==> config.mk <==
export PLATFORM = sky130hd
export DESIGN_NAME = li_expander
export DESIGN_NICKNAME = d
export VERILOG_FILES = /design/src/rtl/li_expander.sv
export SDC_FILE = /design/constraint.sdc
export NUM_CORES = 1
export LEC_CHECK = 0
export CELL_PAD_IN_SITES_DETAIL_PLACEMENT = 1
export CELL_PAD_IN_SITES_GLOBAL_PLACEMENT = 2
export CORE_MARGIN = 4
export CORE_UTILIZATION = 31
export DETAILED_ROUTE_END_ITERATION = 10
export PLACE_DENSITY = 0.82
export SYNTH_ARGS = -nofsm -noshare
export SYNTH_HDL_FRONTEND = slang
export SYNTH_SLANG_ARGS = --single-unit
==> constraint.sdc <==
create_clock -name clk -period 2.4 [get_ports clk]
set_input_delay 0.36 -clock clk [delete_from_list [all_inputs] [get_ports clk]]
set_output_delay 0.36 -clock clk [all_outputs]
set_load 0.01 [all_outputs]
==> src/rtl/li_expander.sv <==
// Load-immediate expander: turns a 32-bit constant load request into one or
// two MIPS I-type words (ADDI/ADDIU, LUI, or LUI followed by ORI).
module li_expander #(
  parameter int USE_ADDIU = 0
) (
  input  logic        clk,
  input  logic        reset_n,
  input  logic        in_valid,
  output logic        in_ready,
  input  logic [31:0] in_value,
  input  logic [4:0]  in_rt,
  output logic        out_valid,
  input  logic        out_ready,
  output logic [31:0] out_instr,
  output logic        out_last
);

  typedef enum logic [1:0] {
    IDLE,
    EMIT_ONE,
    EMIT_HI,
    EMIT_LO
  } state_t;

  localparam logic [5:0] OP_SHORT = (USE_ADDIU != 0) ? 6'h09 : 6'h08;
  localparam logic [5:0] OP_LUI   = 6'h0F;
  localparam logic [5:0] OP_ORI   = 6'h0D;

  state_t      state_q, state_d;
  logic [31:0] instr_q, instr_d;
  logic [31:0] ori_q, ori_d;

  logic        short_fit;
  logic        lo_zero;
  logic [31:0] short_w;
  logic [31:0] lui_w;
  logic [31:0] ori_w;

  // Short form fits when the upper 17 bits are a sign extension of bit 15.
  assign short_fit = (&in_value[31:15]) | ~(|in_value[31:15]);
  assign lo_zero   = ~(|in_value[15:0]);
  assign short_w   = {OP_SHORT, 5'd0, in_rt, in_value[15:0]};
  assign lui_w     = {OP_LUI, 5'd0, in_rt, in_value[31:16]};
  assign ori_w     = {OP_ORI, in_rt, in_rt, in_value[15:0]};

  always_comb begin
    state_d = state_q;
    instr_d = instr_q;
    ori_d   = ori_q;
    unique case (state_q)
      IDLE: begin
        if (in_valid) begin
          ori_d = ori_w;
          if (short_fit) begin
            state_d = EMIT_ONE;
            instr_d = short_w;
          end else if (lo_zero) begin
            state_d = EMIT_ONE;
            instr_d = lui_w;
          end else begin
            state_d = EMIT_HI;
            instr_d = lui_w;
          end
        end
      end
      EMIT_HI: begin
        if (out_ready) begin
          state_d = EMIT_LO;
          instr_d = ori_q;
        end
      end
      EMIT_ONE,
      EMIT_LO: begin
        if (out_ready) begin
          state_d = IDLE;
        end
      end
      default: state_d = IDLE;
    endcase
  end

  always_ff @(posedge clk or negedge reset_n) begin
    if (!reset_n) begin
      state_q <= IDLE;
      instr_q <= 32'h0;
      ori_q   <= 32'h0;
    end else begin
      state_q <= state_d;
      instr_q <= instr_d;
      ori_q   <= ori_d;
    end
  end

  assign in_ready  = (state_q == IDLE);
  assign out_valid = (state_q != IDLE);
  assign out_last  = (state_q == EMIT_ONE) || (state_q == EMIT_LO);
  assign out_instr = instr_q;

endmodule

== Word-level counts from Yosys, hierarchy flattened ==
Index checks and enable logic that the tools add are counted.

* Flip-flop bits (word level): 61
* Bits of input ports: 41
* Word-level logic and storage cells: 32

* Equality and inequality tests: 6
* Mux-type cells: 10
* Bitwise operators: 2
* Reduce and logical (&&, ||, !) cells: 11

{| class="wikitable"
|+ Operator list
! operator !! count
|-
| 32-bit two-way mux || 2
|-
| 32-bit case mux with 2 select lines || 1
|-
| 29-bit two-way mux || 1
|-
| 17-bit AND reduction || 1
|-
| 17-bit OR reduction || 1
|-
| 16-bit OR reduction || 1
|-
| 2-bit two-way mux || 5
|-
| 2-bit inequality test (second input constant) || 3
|-
| 2-bit case mux with 3 select lines || 1
|-
| 3-bit AND reduction || 2
|-
| 2-bit equality test (second input constant) || 2
|-
| 2-bit nonzero test || 2
|-
| 2-bit by 1-bit equality test with 1-bit output (second input constant) || 1
|-
| 2-bit zero test || 1
|-
| 2-bit AND reduction || 1
|-
| 2-bit OR reduction || 1
|-
| 1-bit logical OR || 1
|-
| 1-bit inverter || 1
|-
| 1-bit OR || 1
|}

== Logic depth before layout (Yosys ltp) ==
Gate-level depths: netlist (run 1).

* Word-level depth: 6
* Depth in mapped cells: 7
* Mapped depth without buffers: 4

== Worst setup path after synthesis (run 1) ==
Ideal clock, no wire load.

* Path type: flip-flop to flip-flop
* Start: register state_q[0]
* End: register instr_q[8] (netlist: out_instr[8])
* Setup time: 0.131 ns
* Data arrival time: 1.470 ns
* Data required time: 2.269 ns
* Setup slack: 0.799 ns
* Stages on the path, launching flop included: 6
* Buffers on the path: 1
* Period minus slack after synthesis: 1.601 ns
* Cells stage by stage: dfrtp_1 > nand2b_1 > clkbuf_1 > or4_1 > o211ai_1 > o22ai_2

* Longest elaborated chain between the ends: 3
* Elaborated cells on any way between the ends: 7

{| class="wikitable"
|+ Ends and longest elaborated chain
! what !! RTL line !! RTL
|-
| start, declared || 29 || <nowiki>state_t state_q, state_d;</nowiki>
|-
| start signal, assigned || 88 || <nowiki>state_q <= state_d;</nowiki>
|-
| 2-bit equality test or 2-bit zero test (tied branches) || 50 || <nowiki>unique case (state_q)</nowiki>
|-
| 2-bit inequality test (no source line) or 2-bit nonzero test (tied branches) || -- ||
|-
| 3-bit AND reduction (no source line) || -- ||
|-
| end signal, assigned || 89 || <nowiki>instr_q <= instr_d;</nowiki>
|-
| end, declared || 30 || <nowiki>logic [31:0] instr_q, instr_d;</nowiki>
|}

Several ways; a longest one is shown, not always the timed one.
A chain may end at the register's enable or synchronous reset.

== Worst setup path after layout (run 1) ==
* Start: register state_q[0]
* End: output port in_ready

* Longest elaborated chain between the ends: 1

{| class="wikitable"
|+ Ends and longest elaborated chain
! what !! RTL line !! RTL
|-
| 2-bit zero test || 94 || <nowiki>assign in_ready = (state_q == IDLE);</nowiki>
|-
| end, declared || 9 || <nowiki>output logic in_ready,</nowiki>
|}

Every way passes these cells.

==> flow_summary_export.csv, run 1 <==
group,metric,value,unit
placed_design,hpwl,7116,µm
drt,wire_per_inst,19.52,µm
layout,final_cell_mix,"72 x clkdlybuf4s50_1, 68 x nand2_1, 53 x dfrtp_1, 20 x a21o_1",
timing,finalHoldViolCount,0,
floorplan,die_y,104.5,µm
setup_path,worstPathRequired,2.04,ns
yosys,ys_dominant_reg_cell,"dfrtp_1",
clock_tree,hold_buffers,0,
setup_path,path_cells,"buf_4, nor2_1, clkdlybuf4s50_1",
global_routing,grt_pass1_wl,15640,µm
timing,finalSetupViolCount,0,
setup_path,path_class,"reg -> out",
drt,drtIter0Drc,94,
floorplan,ioPinCount,76,
timing,setup_tns,0,ns
floorplan,fp.coreArea,8891,µm²
clock_tree,cts_made_buffers,5,
drt,vias_per_cell,5.547,
drt,ant_nets,0,
placed_design,portBuffers,73,
power,powerDensity,1090,nW/µm²
timing,fmax,0.4760,GHz
global_routing,grt_start_max_net_pins,34,
clock_tree,clockBufferDepth,2,
placed_design,place_inst,480,
clock_tree,cts_root_buffer,"clkbuf_8",
setup_path,cp-start-kind,"flop",
layout,final_cells,488,
setup_path,cp_data_arrival_time,1.74,ns
global_routing,grt_pass1_vias,2937,
yosys,syn_area,2884,µm²
floorplan,start_util,0.3244,
global_routing,overflow,0,
timing,tightest_slew,0.6841,ns
power,peakVddDrop,0.0004109,V
yosys,avgSynthCellArea,9.333,µm²
global_routing,grt_util_all_layers,0.1765,
global_routing,antenna_found_initial,0,
floorplan,die-width,104.5,µm
clock_tree,cts_tree,"done",
drt,wl,9526,µm
setup_path,setup.worst_path.end_class,"output pin",
timing,fin_skew,0.009909,ns
layout,antenna_cells,0,
yosys,yosysSeqAreaShare,0.4599,
drt,num_vias,2707,
clock_tree,worstSkewPairLatency,0.31,ns
outcome,status,"completed",
clock_tree,htree_levels,2,
layout,syn_to_final_growth,34.79,%
setup_path,crit_path_top_delay_cell,"clkdlybuf4s50_1",
yosys,synth_seq_cells,53,
yosys,synth_warnings,0,
layout,final_net_count,420,
power,p_leak,1.638,nW
timing,finalCriticalPeriod,2.101,ns
floorplan,dieArea,10910,µm²
min_path,hold_class,"in -> async",
setup_path,path_max_fanout,12,
timing,slew_violations,0,
setup_path,max_stage_delay,0.62,ns
yosys,synthDistinctLibCells,39,
floorplan,rows,34,
timing,period_share,0.8753,
timing,rsz0062_at_grt,"no",
clock_tree,cts_setup_buffers,0,
timing,max_slew_margin,0.5439,
clock_tree,cts_sinks,53,
yosys,synthCells,309,
clock_tree,cts.clk_slew.worst_paths,0.11,ns
job,maxCapViolations,0,
clock_tree,cts_resized,0,
yosys,synth-edff-count,0,
drt,drc_errors,0,
drt,first_pass_iters,4,
layout,final_common_cell,"clkdlybuf4s50_1",
layout,drive_gt1_frac,0.1000,
placed_design,gp_congestion,0.8134,
yosys,synthArstFlopShare,1.000,
==> Yosys cell counts, drive strengths merged (3+ instances only) <==
cell,count,share of area
clkbuf,15,0.020
o22ai,15,0.054
buf,12,0.027
a221o,5,0.017
nor2,6,0.0078
a21boi,15,0.039
and3,5,0.011
o21ai,16,0.028
o211ai,15,0.039
dfrtp,53,0.46
or4,15,0.039
nand4,3,0.0065
a21o,20,0.052
nand2,68,0.089
a211oi,15,0.039
nor4,7,0.015
or2,3,0.0065
==> state kept, by name, summed over array words and instances, names as in the netlist <==
register	cells
ori_q	22
out_instr	29
state_q	2
==> final timing paths <==
check | start | to | slack [ns] | cells past startpoint
max | state_q[0] | in_ready | 0.30 | 3
min | reset_n | ori_q[2] | 0.02 | 1
max reg2reg | state_q[0] | out_instr[10] | 0.45 | 5
min reg2reg | ori_q[26] | ori_q[26] | 0.46 | 1
max in group asynchronous | reset_n | out_instr[24] | 1.81 | 2
min in group clk | ori_q[26] | ori_q[26] | 0.46 | 1
==> area by class of cell <==
| cell class | count | area, µm² |
|---|---|---|
| clock inverter | 2 | 37.54 |
| multi-input combinational | 229 | 1431 |
| inverter | 1 | 3.754 |
| clock buffer | 6 | 82.58 |
| sequential | 53 | 1326 |
| timing repair buffer | 89 | 870.8 |
| tap | 108 | 135.1 |
| fill | 1018 | 5004 |
==> power breakdown <==
part           internal [mW]  switching, mW
combinational           1.05          0.954
clock                  0.340          0.304
sequential              1.29          0.301
total                   2.68           1.56
==> worst max-delay path: cells and delay by family (launching register included) <==
family	cells	cell delay (ns)
buf+inv	2	0.80
flops	1	0.41
simple gates	1	0.23
==> per-layer routing <==
| layer | global-route usage | routed length, µm | vias to the layer above |
|---|---|---|---|
| met2 | 0.3012 | 4807 | 41 |
| met3 | 0.02607 | 269 | 6 |
| li1 | - | - | 1281 |
| met1 | 0.2366 | 4362 | 1379 |
| met4 | 0.03799 | 87 | 0 |
| met5 | 0 | 0 | - |
==> cell families (layout without fill, tap and decap cells) <==
group                  after synthesis  count (layout)  synth area share
other                                1               2          0.001300
AND/OR/NAND/NOR                    117             117            0.1978
flip-flops                          53              53            0.4599
multiplexers                         1               1          0.003471
AO/OA/AOI/OAI                      109             109            0.2898
buffers and inverters               28              98           0.04772
==> stage by stage <==
| stage | hold WS, ns | utilization | total power [mW] | worst slack, ns | instance area [µm²] |
|---|---|---|---|---|---|
| 3_5_place_dp | 0.3671 | 0.4237 | 3.627 | 0.06742 | 3767 |
| 3_3_place_gp | 0.3660 | 0.4237 | 3.553 | 0.1074 | 3767 |
| 6_report | 0.01791 | 0.4372 | 4.239 | 0.2994 | 3887 |
| 4_1_cts | 0.02104 | 0.4372 | 4.285 | 0.2757 | 3887 |
| 5_1_grt | 0.04871 | 0.4372 | 4.536 | 0.2209 | 3887 |
| 2_1_floorplan | 0.06441 | - | 2.650 | 0.7990 | 2888 |
No activity file was read; power rests on OpenSTA's default activity.
==> run 2: changes to the inputs <==
--- a/config.mk
+++ b/config.mk
@@ -7,9 +7,10 @@
 export LEC_CHECK = 0
 export CELL_PAD_IN_SITES_DETAIL_PLACEMENT = 1
 export CELL_PAD_IN_SITES_GLOBAL_PLACEMENT = 2
-export CORE_MARGIN = 4
+export CORE_MARGIN = 3
 export CORE_UTILIZATION = 31
 export DETAILED_ROUTE_END_ITERATION = 10
+export HOLD_SLACK_MARGIN = 0.02
 export PLACE_DENSITY = 0.82
 export SYNTH_ARGS = -nofsm -noshare
 export SYNTH_HDL_FRONTEND = slang
==> flow_summary_export.csv, run 2 (synthesized netlist as in run 1, its figures left out) <==
group,metric,value,unit
outcome,status,"completed",
timing,slew_violations,0,
floorplan,die_y,102.5,µm
setup_path,worstPathRequired,2.04,ns
global_routing,grt_pass1_vias,2776,
layout,final_common_cell,"clkdlybuf4s50_1",
timing,setup_tns,0,ns
setup_path,setup.worst_path.end_class,"output pin",
power,powerDensity,1058,nW/µm²
layout,seq_area,1326,µm²
clock_tree,cts_resized,0,
placed_design,dpl_cell_area,3755,µm²
timing,rsz0062_at_grt,"no",
power,swShare,0.3735,
floorplan,fp.coreArea,8891,µm²
power,p_seq_frac,0.391,
setup_path,reg2reg_slack,0.46,ns
setup_path,reg2reg_depth,5,
drt,vias_per_cell,5.607,
timing,finalHoldViolCount,0,
timing,tightest_slew,0.7043,ns
global_routing,grt_pass1_wl,14750,µm
clock_tree,cts_root_buffer,"clkbuf_8",
timing,max_slew_margin,0.5305,
layout,final_cell_mix,"72 x clkdlybuf4s50_1, 68 x nand2_1, 53 x dfrtp_1, 20 x a21o_1",
clock_tree,cts_sinks,53,
placed_design,gp_congestion,0.7821,
layout,fillers,1027,
setup_path,path_max_fanout,13,
floorplan,start_util,0.3244,
power,power_switching,1.516,mW
global_routing,antenna_found_initial,0,
drt,wl,9148,µm
clock_tree,worstSkewPairLatency,0.30,ns
job,maxCapViolations,0,
floorplan,ioPinCount,76,
clock_tree,cts_setup_buffers,0,
placed_design,hpwl,7037,µm
layout,syn_to_final_growth,32.97,%
min_path,hold_class,"in -> async",
power,p_leak,1.616,nW
timing,fmax,0.4975,GHz
layout,largest_reg_flops,29,
layout,final_net_count,420,
power,internal_power,2.543,mW
setup_path,path_class,"reg -> out",
layout,drive_gt1_frac,0.09211,
layout,antenna_cells,0,
timing,finalSetupViolCount,0,
placed_design,portBuffers,73,
timing,period_share,0.8376,
drt,drc_errors,0,
clock_tree,clockBufferDepth,2,
floorplan,dieArea,10500,µm²
global_routing,grt_util_all_layers,0.1790,
drt,first_pass_iters,5,
setup_path,r2r_end,"out_instr[4]",
placed_design,pre_cts_ws,0.1533,ns
drt,wire_per_inst,18.75,µm
drt,num_vias,2736,
clock_tree,cts.clk_slew.worst_paths,0.10,ns
layout,final_area,3835,µm²
drt,ant_nets,0,
power,peakVddDrop,0.0003706,V
power,p_comb_frac,0.487,
clock_tree,hold_buffers,0,
drt,drtIter0Drc,100,
setup_path,cp-start-kind,"flop",
layout,multi_input_area,1431,µm²
power,clock_power_share,0.122,
floorplan,rows,34,
global_routing,overflow,0,
clock_tree,htree_levels,2,
setup_path,cp_data_arrival_time,1.65,ns
global_routing,grt_start_max_net_pins,31,
timing,finalCriticalPeriod,2.010,ns
timing,fin_skew,0.008030,ns
timing,setup_ws,0.3899,ns
clock_tree,cts_tree,"done",
floorplan,die-width,102.5,µm
clock_tree,cts_made_buffers,5,
setup_path,worstReg2RegStart,"state_q[0]",
[run 2: changes by cell type in the layout (fill, tap and decap cells not counted)]
cell / previous run / this run
buf_12: 2 / 1
buf_4: 14 / 15
bufinv_16: 1 / 0
clkbuf_1: 0 / 3
clkbuf_8: 6 / 5
clkinvlp_4: 1 / 0
[run 2: metrics by stage]
stage            util  hold slack (ns)  total power, mW  cells
6_report       0.4313          0.02939            4.059    488
5_1_grt        0.4313          0.04975            4.357    488
4_1_cts        0.4313          0.03313            4.109    488
3_5_place_dp   0.4223           0.3707            3.602    480
3_3_place_gp   0.4223           0.3667            3.532    480
2_1_floorplan       -          0.06441            2.650    310
[run 2: worst max-delay path: stages (launching register included)]
cell	delay, ns
dfrtp_1	0.40
buf_4	0.19
nor2_1	0.19
clkdlybuf4s50_1	0.57
[run 2: cell type report]
| type | instances | area share |
|---|---|---|
| Clock buffer | 8 | 0.02088 |
| Inverter | 1 | 0.0009788 |
| Multi-Input combinational cell | 229 | 0.3732 |
| Sequential cell | 53 | 0.3458 |
| Tap cell | 108 | 0.03524 |
| Timing Repair Buffer | 89 | 0.2238 |
[run 2: how the worst max path moves through the flow]
stage	start	depth (start not counted)	slack, ns	endpoint
2_1_floorplan	state_q[0]	5	0.80	out_instr[8]
3_3_place_gp	in_value[31]	6	0.18	out_instr[10]
3_5_place_dp	in_value[24]	6	0.15	out_instr[4]
4_1_cts	state_q[0]	3	0.35	in_ready
5_1_grt	state_q[0]	3	0.25	in_ready
6_report	state_q[0]	3	0.39	in_ready
[run 2: layer usage]
metal,GRT usage,vias up,part of all wire,wire length [µm]
met4,0.02725,0,0.0056,51
met5,0,-,0,0
li1,-,1282,-,-
met1,0.2481,1387,0.46,4183
met3,0.01980,6,0.035,322
met2,0.3073,61,0.50,4591
[run 2: power groups by stage]
| stage | registers (mW) | clock network [mW] | logic [mW] |
|---|---|---|---|
| 2_1_floorplan | 1.64 | 0 | 1.01 |
| 3_3_place_gp | 1.59 | 0 | 1.94 |
| 3_5_place_dp | 1.61 | 0 | 1.99 |
| 4_1_cts | 1.59 | 0.515 | 2.00 |
| 5_1_grt | 1.64 | 0.550 | 2.16 |
| 6_report | 1.59 | 0.496 | 1.98 |
